==> config.mk <==
export PLATFORM = sky130hd
export DESIGN_NAME = star_box_writer
export DESIGN_NICKNAME = d
export VERILOG_FILES = /design/src/rtl/star_box_writer.sv
export SDC_FILE = /design/constraint.sdc
export NUM_CORES = 1
export LEC_CHECK = 0
export CAP_MARGIN = 20
export CELL_PAD_IN_SITES_DETAIL_PLACEMENT = 0
export CELL_PAD_IN_SITES_GLOBAL_PLACEMENT = 1
export CORE_MARGIN = 4
export CORE_UTILIZATION = 45
export CTS_BUF_LIST = sky130_fd_sc_hd__clkbuf_4 sky130_fd_sc_hd__clkbuf_8
export DETAILED_ROUTE_END_ITERATION = 6
export PLACE_DENSITY_LB_ADDON = 0.1
export SYNTH_ARGS = -nofsm -noshare
export SYNTH_HDL_FRONTEND = slang
export SYNTH_SLANG_ARGS = --single-unit
==> constraint.sdc <==
create_clock -name clk -period 8 [get_ports clk]
set_input_delay 0.8 -clock clk [delete_from_list [all_inputs] [get_ports clk]]
set_output_delay 0.8 -clock clk [all_outputs]
set_load 0.05 [all_outputs]
==> src/rtl/star_box_writer.sv <==
// Rasterises a star bounding box (outline or solid fill) into the 60x60 pixel RAM
// write port, one pixel per cycle, clipping the box to the image edges.
module star_box_writer #(
    parameter int unsigned X_SZ    = 6,
    parameter int unsigned Y_SZ    = 6,
    parameter int unsigned ADDR_SZ = 12,
    parameter int unsigned COL_SZ  = 3,
    parameter int unsigned X_RES   = 60,
    parameter int unsigned Y_RES   = 60
) (
    input  logic               clk,
    input  logic               resetn,
    input  logic               start,
    input  logic [X_SZ-1:0]    left,
    input  logic [X_SZ-1:0]    right,
    input  logic [Y_SZ-1:0]    top,
    input  logic [Y_SZ-1:0]    bottom,
    input  logic [COL_SZ-1:0]  colour,
    input  logic               fill,
    output logic [ADDR_SZ-1:0] wr_addr,
    output logic [COL_SZ-1:0]  wr_data,
    output logic               wr_en,
    output logic               busy,
    output logic               done,
    output logic               err
);

    localparam logic [X_SZ-1:0] X_MAX = X_SZ'(X_RES - 1);
    localparam logic [Y_SZ-1:0] Y_MAX = Y_SZ'(Y_RES - 1);

    typedef enum logic [1:0] {IDLE, CHECK, WRITE, FINISH} state_t;

    state_t              state, state_n;
    logic [X_SZ-1:0]     l_q, l_n, r_q, r_n, x_q, x_n;
    logic [Y_SZ-1:0]     t_q, t_n, b_q, b_n, y_q, y_n;
    logic [COL_SZ-1:0]   col_q, col_n;
    logic                fill_q, fill_n, errf_q, errf_n;
    logic [X_SZ-1:0]     r_clip;
    logic [Y_SZ-1:0]     b_clip;
    logic                interior_row;

    logic [ADDR_SZ-1:0]  wr_addr_n;
    logic [COL_SZ-1:0]   wr_data_n;
    logic                wr_en_n, busy_n, done_n, err_n;

    // Row-major address y*X_RES + x built from shifted copies of y.
    function automatic logic [ADDR_SZ-1:0] pix_addr(input logic [X_SZ-1:0] x,
                                                     input logic [Y_SZ-1:0] y);
        logic [ADDR_SZ-1:0] acc;
        acc = ADDR_SZ'(x);
        for (int i = 0; i < 32; i++) begin
            if (X_RES[i]) acc = acc + (ADDR_SZ'(y) << i);
        end
        return acc;
    endfunction

    assign r_clip       = (r_q > X_MAX) ? X_MAX : r_q;
    assign b_clip       = (b_q > Y_MAX) ? Y_MAX : b_q;
    assign interior_row = !fill_q && (y_q > t_q) && (y_q < b_q);

    always_ff @(posedge clk or negedge resetn) begin
        if (!resetn) begin
            state   <= IDLE;
            l_q     <= '0;
            r_q     <= '0;
            t_q     <= '0;
            b_q     <= '0;
            x_q     <= '0;
            y_q     <= '0;
            col_q   <= '0;
            fill_q  <= 1'b0;
            errf_q  <= 1'b0;
            wr_addr <= '0;
            wr_data <= '0;
            wr_en   <= 1'b0;
            busy    <= 1'b0;
            done    <= 1'b0;
            err     <= 1'b0;
        end else begin
            state   <= state_n;
            l_q     <= l_n;
            r_q     <= r_n;
            t_q     <= t_n;
            b_q     <= b_n;
            x_q     <= x_n;
            y_q     <= y_n;
            col_q   <= col_n;
            fill_q  <= fill_n;
            errf_q  <= errf_n;
            wr_addr <= wr_addr_n;
            wr_data <= wr_data_n;
            wr_en   <= wr_en_n;
            busy    <= busy_n;
            done    <= done_n;
            err     <= err_n;
        end
    end

    always_comb begin
        state_n = state;
        l_n     = l_q;
        r_n     = r_q;
        t_n     = t_q;
        b_n     = b_q;
        x_n     = x_q;
        y_n     = y_q;
        col_n   = col_q;
        fill_n  = fill_q;
        errf_n  = errf_q;
        case (state)
            IDLE: begin
                if (start) begin
                    l_n     = left;
                    r_n     = right;
                    t_n     = top;
                    b_n     = bottom;
                    col_n   = colour;
                    fill_n  = fill;
                    errf_n  = 1'b0;
                    state_n = CHECK;
                end
            end
            CHECK: begin
                r_n = r_clip;
                b_n = b_clip;
                if ((l_q > r_clip) || (t_q > b_clip)) begin
                    errf_n  = 1'b1;
                    state_n = FINISH;
                end else begin
                    x_n     = l_q;
                    y_n     = t_q;
                    state_n = WRITE;
                end
            end
            WRITE: begin
                // Outline rows strictly between top and bottom only touch left and right.
                if (x_q != r_q) begin
                    x_n = interior_row ? r_q : x_q + X_SZ'(1);
                end else if (y_q != b_q) begin
                    x_n = l_q;
                    y_n = y_q + Y_SZ'(1);
                end else begin
                    state_n = FINISH;
                end
            end
            FINISH: state_n = IDLE;
            default: state_n = IDLE;
        endcase
    end

    // Output values for the coming cycle, derived from next state and counters.
    always_comb begin
        wr_en_n   = (state_n == WRITE);
        wr_addr_n = '0;
        wr_data_n = '0;
        if (wr_en_n) begin
            wr_addr_n = pix_addr(x_n, y_n);
            wr_data_n = col_q;
        end
        busy_n = (state_n == CHECK) || (state_n == WRITE);
        done_n = (state_n == FINISH);
        err_n  = (state_n == FINISH) && errf_n;
    end

endmodule
==> results of run 1 <==
## worst min-delay path by stage
stage	startpoint	cells past startpoint	slack, ns	to
3_3_place_gp	col_q[0]	1	0.46	wr_data[0]
6_report	col_q[0]	1	0.49	wr_data[0]
4_1_cts	col_q[0]	1	0.49	wr_data[0]
5_1_grt	col_q[1]	1	0.51	wr_data[1]
2_1_floorplan	col_q[0]	1	0.45	wr_data[0]
3_5_place_dp	col_q[1]	1	0.47	wr_data[1]
## final cells by class
| class | count | area share |
|---|---|---|
| Multi-Input combinational cell | 353 | 0.523 |
| Sequential cell | 62 | 0.293 |
| Timing Repair Buffer | 50 | 0.0932 |
| Tap cell | 133 | 0.0315 |
| Clock buffer | 12 | 0.0289 |
| Inverter | 36 | 0.0256 |
| Clock inverter | 4 | 0.00426 |
## per-layer routing
layer  track usage  share of wire  vias up
met5             0              0        -
met4        0.0649          0.015        0
met3        0.0324          0.039       14
met2         0.365           0.50       71
met1         0.270           0.45     1772
li1              -              -     1770
## flip-flops by register name, summed over array words and instances, names as in the netlist
signal   flops
err          1
l_q          6
wr_data      3
y_q          6
b_q          6
t_q          6
done         1
x_q          6
fill_q       1
col_q        3
wr_addr     12
busy         1
errf_q       1
r_q          6
wr_en        1
state        2
## metrics by stage
| stage | setup slack (ns) | hold WS (ns) | cell area (sq um) |
|---|---|---|---|
| 4_1_cts | 1.57 | 0.487 | 5290 |
| 2_1_floorplan | 2.40 | 0.453 | 4490 |
| 6_report | 1.61 | 0.487 | 5290 |
| 3_5_place_dp | 1.56 | 0.469 | 5110 |
| 5_1_grt | 0.881 | 0.512 | 5290 |
| 3_3_place_gp | 1.77 | 0.459 | 5110 |
## cell families (layout without fill, tap and decap cells)
family | after synthesis | count (layout) | synth area share
AOI/OAI and AO/OA | 118 | 118 | 0.184
xor gates and xnor gates | 25 | 25 | 0.0488
adders and majority gates | 57 | 57 | 0.166
buffers and inverters | 45 | 102 | 0.0384
DFF | 62 | 62 | 0.346
muxes | 29 | 29 | 0.0694
and+or+nand+nor | 124 | 124 | 0.148
## cells in the final DEF, fill, tap and decap left out, drive strengths merged, types with 10 or more instances in the layout
cell / instances
nand3: 15
xor2: 13
nor2: 26
clkdlybuf4s50: 48
a21oi: 34
xnor2: 12
a21o: 10
clkbuf: 12
and2: 11
mux2i: 12
o21ai: 25
dfrtp: 62
inv: 35
mux2: 17
ha: 53
nand2: 30
==> flow_metrics.env, run 1 <==
export IMPL_slowest_stage="dfrtp_1"
export IMPL_grt_max_degree=63
export IMPL_drv_slew=0
export IMPL_grt_overflow_total=0
export IMPL_numPortBuffers=49
export IMPL_dr_total_vias=3627
export IMPL_grt_pass1_wl_microns=19100
export IMPL_numCtsBuffers=9
export IMPL_layout_area_overhead_vs_synth_pct=17.7
export IMPL_core_sq_um=9730
export IMPL_clock_sinks=62
export IMPL_multi_input_area_sq_um=2770
export IMPL_worst_path_buf_inv=3
export IMPL_synth_cell_types=55
export IMPL_worst_r2r_endpoint="wr_addr[10]"
export IMPL_dp_cells=634
export IMPL_endpoint_kind="flip-flop"
export IMPL_maxClockFrequency_ghz=0.156
export IMPL_dieArea_sq_um=11600
export IMPL_htreeDepth=3
export IMPL_drc=0
export IMPL_hpwl_microns=8680
export IMPL_synth_top_area_frac=0.346
export IMPL_grt_usage=0.211
export IMPL_nNetsFinal=600
export IMPL_routedWlPerCell_microns=17.3
export IMPL_netlist_top_cells_count="dfrtp_1 (62), ha_1 (53), inv_1 (33), a21oi_1 (32), nand2_1 (28)"
export IMPL_synthTopCellsByArea="dfrtp_1 (35%), ha_1 (15%), mux2_2 (4.3%)"
export IMPL_synthArstFlopShare=1.00
export IMPL_critPathKind="flip-flop to flip-flop"
export IMPL_place_congestion=0.825
export IMPL_clock_path_buffers=2
export IMPL_cpPeakStageDelay_ns=0.47
export IMPL_cts_tree="built"
export IMPL_tightest_slew_ns=0.986
export IMPL_route_antenna_remaining_nets=0
export IMPL_synth_edf_count=0
export IMPL_cp_top_family="compound AO/OA/AOI/OAI gates"
export IMPL_synth_ff_type="dfrtp_1"
export IMPL_antennaDiodeCount=0
export IMPL_fin_setup_tns_ns=0
export IMPL_insertion_delay_ns=0.35
export IMPL_drive_gt1_frac=0.104
export IMPL_path_max_fanout=7
export IMPL_min_period_ns=6.39
export IMPL_syn_inst=460
export IMPL_cts_resized=0
export IMPL_setup_viol=0
export IMPL_yosysTopAreaCell="dfrtp_1"
export IMPL_syn_avg_cell_area_sq_um=9.76
export IMPL_cts_hold_buf=0
export IMPL_relSlewSlack=0.341
export IMPL_min_path_type="flip-flop to flip-flop"
export IMPL_grt_pass1_vias=3799
export IMPL_crit_required_ns=8.22
export IMPL_post_cts_buffers=0
export IMPL_crit_top_cell="nor2_1"
export IMPL_ios=50
export IMPL_path_depth=32
export IMPL_rsz0062_at_grt="false"
export IMPL_die_y_microns=108
export IMPL_start_kind="flip-flop"
export IMPL_cap_violations=0
export IMPL_status="finished clean"
export IMPL_ys_ff_latch=62
export IMPL_clkTransAtPathRegs_ns=0.07
export IMPL_synth_nets=548
export IMPL_viasPerCell=5.58
export IMPL_drt_iter0_drc=230
export IMPL_fillCellCount=914
export IMPL_crit_path_end="wr_addr[10]"
export IMPL_wl_microns=11200
export IMPL_antenna_found_initial=0
export IMPL_dr_pass1_iters=4
export IMPL_ys_warn_count=0
export IMPL_ff2ff_setup_slack_ns=1.61
export IMPL_synth_most_common_cell="dfrtp_1"
export IMPL_utilization=0.543
export IMPL_clockRootBuffer="clkbuf_8"
export IMPL_skew_ns=0.0115
export IMPL_hold_viol=0
export IMPL_r2r_start="r_q[2]"
export IMPL_crit_arrival_ns=6.62
export IMPL_fin_crit_sh=0.799
export IMPL_startpoint="r_q[2]"
export IMPL_layout_cells_non_filler=650
export IMPL_start_util=0.462
export IMPL_syn_area_sq_um=4490
export IMPL_yosysSeqAreaShare=0.346
export IMPL_rows=36
export IMPL_ff_latch_area_sq_um=1550
export IMPL_die_w_microns=108
export IMPL_worstRegToRegCells=32
Power of run 1 is left out: the tool's default activity adds up to more than one toggle a clock period on the data nets, which glitch-free logic cannot reach.
==> run 2: changes to the inputs <==
clock period = 6.5 ns   (was 8 ns; I/O delays follow)
==> flow_metrics.env, run 2 (synthesis results as in run 1) <==
export IMPL_dieArea_sq_um=11600
export IMPL_grt_usage=0.206
export IMPL_clkTransAtPathRegs_ns=0.07
export IMPL_path_depth=35
export IMPL_worst_r2r_endpoint="wr_addr[11]"
export IMPL_rows=36
export IMPL_utilization=0.564
export IMPL_path_max_fanout=5
export IMPL_ios=50
export IMPL_insertion_delay_ns=0.35
export IMPL_ff2ff_setup_slack_ns=0.50
export IMPL_grt_pass1_wl_microns=18600
export IMPL_core_sq_um=9730
export IMPL_maxClockFrequency_ghz=0.167
export IMPL_finalInstanceArea_sq_um=5480
export IMPL_hold_viol=0
export IMPL_place_area_sq_um=5160
export IMPL_drc=0
export IMPL_clock_sinks=62
export IMPL_endpoint_kind="flip-flop"
export IMPL_grt_overflow_total=0
export IMPL_skew_ns=0.0130
export IMPL_cts_tree="built"
export IMPL_numCtsBuffers=9
export IMPL_layout_cells_non_filler=667
export IMPL_wl_microns=11400
export IMPL_crit_required_ns=6.76
export IMPL_numPortBuffers=49
export IMPL_grt_max_degree=63
export IMPL_whs_ns=0.479
export IMPL_status="finished clean"
export IMPL_dr_total_vias=3685
export IMPL_clockRootBuffer="clkbuf_8"
export IMPL_cap_violations=0
export IMPL_crit_path_end="wr_addr[11]"
export IMPL_fin_crit_sh=0.923
export IMPL_routedWlPerCell_microns=17.1
export IMPL_antenna_found_initial=0
export IMPL_grt_pass1_vias=3727
export IMPL_layout_area_overhead_vs_synth_pct=22.1
export IMPL_clock_path_buffers=2
export IMPL_dr_pass1_iters=4
export IMPL_crit_arrival_ns=6.26
export IMPL_worstRegToRegCells=35
export IMPL_critPathKind="flip-flop to flip-flop"
export IMPL_relSlewSlack=0.364
export IMPL_start_util=0.462
export IMPL_nNetsFinal=617
export IMPL_place_congestion=0.875
export IMPL_hpwl_microns=8650
export IMPL_final_common_cell="dfrtp_1"
export IMPL_top_register="wr_addr"
export IMPL_die_w_microns=108
export IMPL_setup_viol=0
export IMPL_tightest_slew_ns=0.952
export IMPL_drt_iter0_drc=315
export IMPL_layout_common_cells="dfrtp_1 (59), ha_1 (53), clkdlybuf4s50_1 (48), inv_1 (33), a21oi_1 (29)"
export IMPL_drive_gt1_frac=0.148
export IMPL_crit_top_cell="nor2_1"
export IMPL_largest_reg_flops=12
export IMPL_cpPeakStageDelay_ns=0.42
export IMPL_die_y_microns=108
export IMPL_startpoint="r_q[4]"
export IMPL_min_period_ns=6.00
export IMPL_cp_top_family="adder cells"
export IMPL_worst_path_buf_inv=5
export IMPL_drv_slew=0
export IMPL_slowest_stage="dfrtp_2"
export IMPL_route_antenna_remaining_nets=0
export IMPL_min_path_type="input port to asynchronous set/reset pin"
export IMPL_antennaDiodeCount=0
export IMPL_start_kind="flip-flop"
export IMPL_dp_cells=641
export IMPL_r2r_start="r_q[4]"
export IMPL_viasPerCell=5.52
export IMPL_htreeDepth=3
==> run 2: changes by cell type in the layout (fill, tap and decap cells not counted), moves of 3 or more <==
cell,change
dfrtp_2,+3
buf_4,+16
dfrtp_1,-3
a21oi_1,-3
==> run 2: how the worst min path moves through the flow <==
stage | start | end | depth (start not counted)
detailed placement | col_q[0] | wr_data[0] | 1
finish | resetn | col_q[2] | 2
CTS | resetn | wr_data[1] | 2
floorplan | resetn | b_q[0] | 0
global placement | col_q[1] | wr_data[1] | 1
global route | col_q[1] | wr_data[1] | 1
==> run 2: final cells by class <==
| cell class | count | area, sq um |
|---|---|---|
| clock buffer | 12 | 153 |
| tap | 133 | 166 |
| multi-input combinational | 353 | 2820 |
| inverter | 36 | 135 |
| sequential | 62 | 1560 |
| timing repair buffer | 67 | 633 |
| fill | 902 | 4250 |
| clock inverter | 4 | 22.5 |
==> run 2: repair_timing <==
action / 4_1_cts / 5_1_grt
hold buffers: 0 / 0
setup endpoints to repair: 0 / 4
gates resized for setup: 0 / 12
hold endpoints to repair: 0 / 0
buffers inserted: 0 / 10
==> run 2: through the flow <==
stage | setup TNS [ns] | setup slack (ns)
3_3_place_gp | 0 | 0.172
3_5_place_dp | 0 | 0.0774
4_1_cts | 0 | 0.00535
6_report | 0 | 0.497
5_1_grt | -0.0438 | -0.0438
2_1_floorplan | 0 | 0.904
==> run 2: worst register-to-register path, delay by kind of cell (launching register included) <==
family                     cells  cell delay [ns]
xor gates and xnor gates       2             0.23
buffers and inverters          5             0.51
muxes                          1             0.14
and+or+nand+nor               13             1.44
AOI/OAI and AO/OA              8             1.37
DFF                            1             0.42
adders and majority gates      6             1.80
==> run 2: metal layers <==
layer  GRT usage  wire length, microns  vias up
met5           0                     0        -
met2       0.341                  5610       78
met3      0.0384                   484       12
met1       0.271                  5170     1793
met4      0.0694                   172        0
li1            -                     -     1802
Power of run 2 is left out for the same reason.
==> variant: new RTL, flow settings as in run 2 <==
Re-encode `state_t` (4 states) as one-hot, 4 bits wide.
--- a/src/rtl/star_box_writer.sv
+++ b/src/rtl/star_box_writer.sv
@@ -29,5 +29,5 @@
     localparam logic [Y_SZ-1:0] Y_MAX = Y_SZ'(Y_RES - 1);
 
-    typedef enum logic [1:0] {IDLE, CHECK, WRITE, FINISH} state_t;
+    typedef enum logic [3:0] {IDLE = 4'b0001, CHECK = 4'b0010, WRITE = 4'b0100, FINISH = 4'b1000} state_t;
 
     state_t              state, state_n;
Check against the original RTL: no difference found for any inputs over 4 cycles, from zero or initial values and one cycle with resetn low; so few cycles prove little.
==> variant against run 2 <==
- via count is 7.7% lower
- maximum frequency decreased by 0.65%
- critical path type unchanged
- area after synthesis down 7.0%
- clock skew increased by 0.57 ps
- wire length decreased by 13%
- sequential share of layout area is 3.4 points higher
- final area decreased by 8.1%
- critical path depth decreased by 10
- setup slack got worse by 39 ps
- sequential cell count up 2
Power is not shown: default switching activity piles up to over one toggle a cycle in this logic, so the estimate is an artifact.
==> variant: results (changes against run 2) <==
- Fraction of final layout cells sized beyond drive strength 1: 7.66% (-7.1 points)
- Post-synthesis net count: 541 (-1.3%)
- Detailed-routing iteration count for the pre-antenna-repair pass: 4 (unchanged)
- Area contributors post-synth: sky130_fd_sc_hd__dfrtp_1 (38%), sky130_fd_sc_hd__ha_1 (14%), sky130_fd_sc_hd__nand2_1 (7.5%), sky130_fd_sc_hd__o21ai_0 (3.5%), sky130_fd_sc_hd__xnor2_1 (3.1%)
- Logic depth of the worst register-to-register path: 25 (-29%)
- Post-detail-place hpwl: 7220 um (-17%)
- First-pass GRT wire length: 17000 um (-8.6%)
- Largest net degree at the start of global routing: 65 (+3.2%)
- All-Layer GR Usage: 19.3% (-1.3 points)
- Number of setup buffers added after CTS: 0 (unchanged)
- Reg-to-Reg Start: t_q[1]$_DFFE_PN0P_
- Worst-margin pin slew: 824 ps (-128 ps)
- Number of global-route vias before repair: 3532 (-5.2%)
- Skew final: 13.6 ps (+0.570 ps)
- Standard cell with the maximum stage delay on the critical path: sky130_fd_sc_hd__dfrtp_1
- Cell Count Post-Placement: 614 (-4.2%)
- Cell types with the highest counts after synthesis: sky130_fd_sc_hd__nand2_1 (84), sky130_fd_sc_hd__dfrtp_1 (63), sky130_fd_sc_hd__ha_1 (48)
- Library cells used by synthesis: 56 (+1.8%)
- Sequential element share of the synthesized area: 38.4% (+3.8 points)
- Worst stage delay on the critical path: 450 ps (+30 ps)
- Highest fanout seen on the critical path: 6 (+1)
- Async set or reset register ratio after synthesis: 100% (unchanged)
- Critical Path AT: 6280 ps (+20 ps)
- Weighted congestion at the end of routability-driven global placement: 0.837 (-4.4%)
- Run status: completed
- Average routed wire per standard cell: 15.8 um (-8.1%)
- Final routed wirelength across all metal layers: 9920 um (-13%)
- Nets: 600 (-2.8%)
- Minimum setup slack among reg-to-reg paths: 460 ps (-40 ps)
- Total of endpoints with negative setup slack in the final report: 0 (unchanged)
- DRT iter0 DRCs: 121 (-62%)
- Total via count in the routed design: 3400 (-7.7%)
- Number of cells produced by synthesis: 458 (-0.43%)
- Reg-to-Reg End: wr_addr[10]$_DFF_PN0_
- Worst Hold Margin: 467 ps (-12.1 ps)
[variant: cell count changes after synthesis, moves of 5 or more]
cell and change:
sky130_fd_sc_hd__and2_1 -10, sky130_fd_sc_hd__nor2b_1 +7, sky130_fd_sc_hd__ha_1 -5, sky130_fd_sc_hd__o211ai_1 -5, sky130_fd_sc_hd__mux2i_1 -7, sky130_fd_sc_hd__nand2_1 +56, sky130_fd_sc_hd__o21ai_0 +5, sky130_fd_sc_hd__o22ai_1 -5
sky130_fd_sc_hd__a21oi_1 -11, sky130_fd_sc_hd__mux2_2 -15
[variant: cell type report]
type	instances	area (sq um)
Sequential cell	64	1600
Clock inverter	6	83.8
Inverter	34	128
Multi-Input combinational cell	348	2390
Timing Repair Buffer	60	568
Clock buffer	10	131
Tap cell	108	135
Fill cell	823	3850
[variant: critical path: cells and delay by family (launching register included)]
kind | cells | cell delay (ps)
and+or+nand+nor | 2 | 200
muxes | 1 | 390
AOI/OAI and AO/OA | 9 | 1740
DFF | 1 | 450
xor gates and xnor gates | 2 | 430
adders and majority gates | 8 | 2480
buffers and inverters | 3 | 240
[variant: layer usage]
metal	track usage [%]	wire length, um	vias up
met5	0	0	-
met4	6.46	175	0
met3	3.29	359	16
met2	32.2	4650	86
met1	25.2	4740	1604
li1	-	-	1694
[variant: logic make-up after synthesis]
kind of cell	share of synthesized area, %
AOI/OAI and AO/OA	14.9
xor gates and xnor gates	5.45
adders and majority gates	16.3
buffers and inverters	4.58
DFF	38.4
muxes	1.74
and+or+nand+nor	18.7
[variant: worst max path at each step]
stage	from	endpoint	slack, ps	depth (start not counted)
after floorplan	r_q[4]$_DFFE_PN0P_	wr_addr[10]$_DFF_PN0_	740	28
after global placement	r_q[5]$_DFFE_PN0P_	wr_addr[10]$_DFF_PN0_	510	27
after detailed placement	r_q[5]$_DFFE_PN0P_	wr_addr[10]$_DFF_PN0_	360	27
after CTS	r_q[5]$_DFFE_PN0P_	wr_addr[10]$_DFF_PN0_	280	27
after global routing	r_q[2]$_DFFE_PN0P_	wr_addr[11]$_DFF_PN0_	30	30
final	t_q[1]$_DFFE_PN0P_	wr_addr[10]$_DFF_PN0_	460	25
[variant: repair_timing]
item | 4_1_cts | 5_1_grt
setup endpoints to repair | 0 | 3
endpoints found under the hold margin | 0 | 0
gates resized for setup | 0 | 2
[variant: per-stage QoR]
step / area, sq um / setup WS (ps)
after floorplan: 4180 / 742
after global placement: 4820 / 512
after detailed placement: 4820 / 358
after CTS: 5030 / 284
after global routing: 5040 / 30.2
final: 5040 / 458
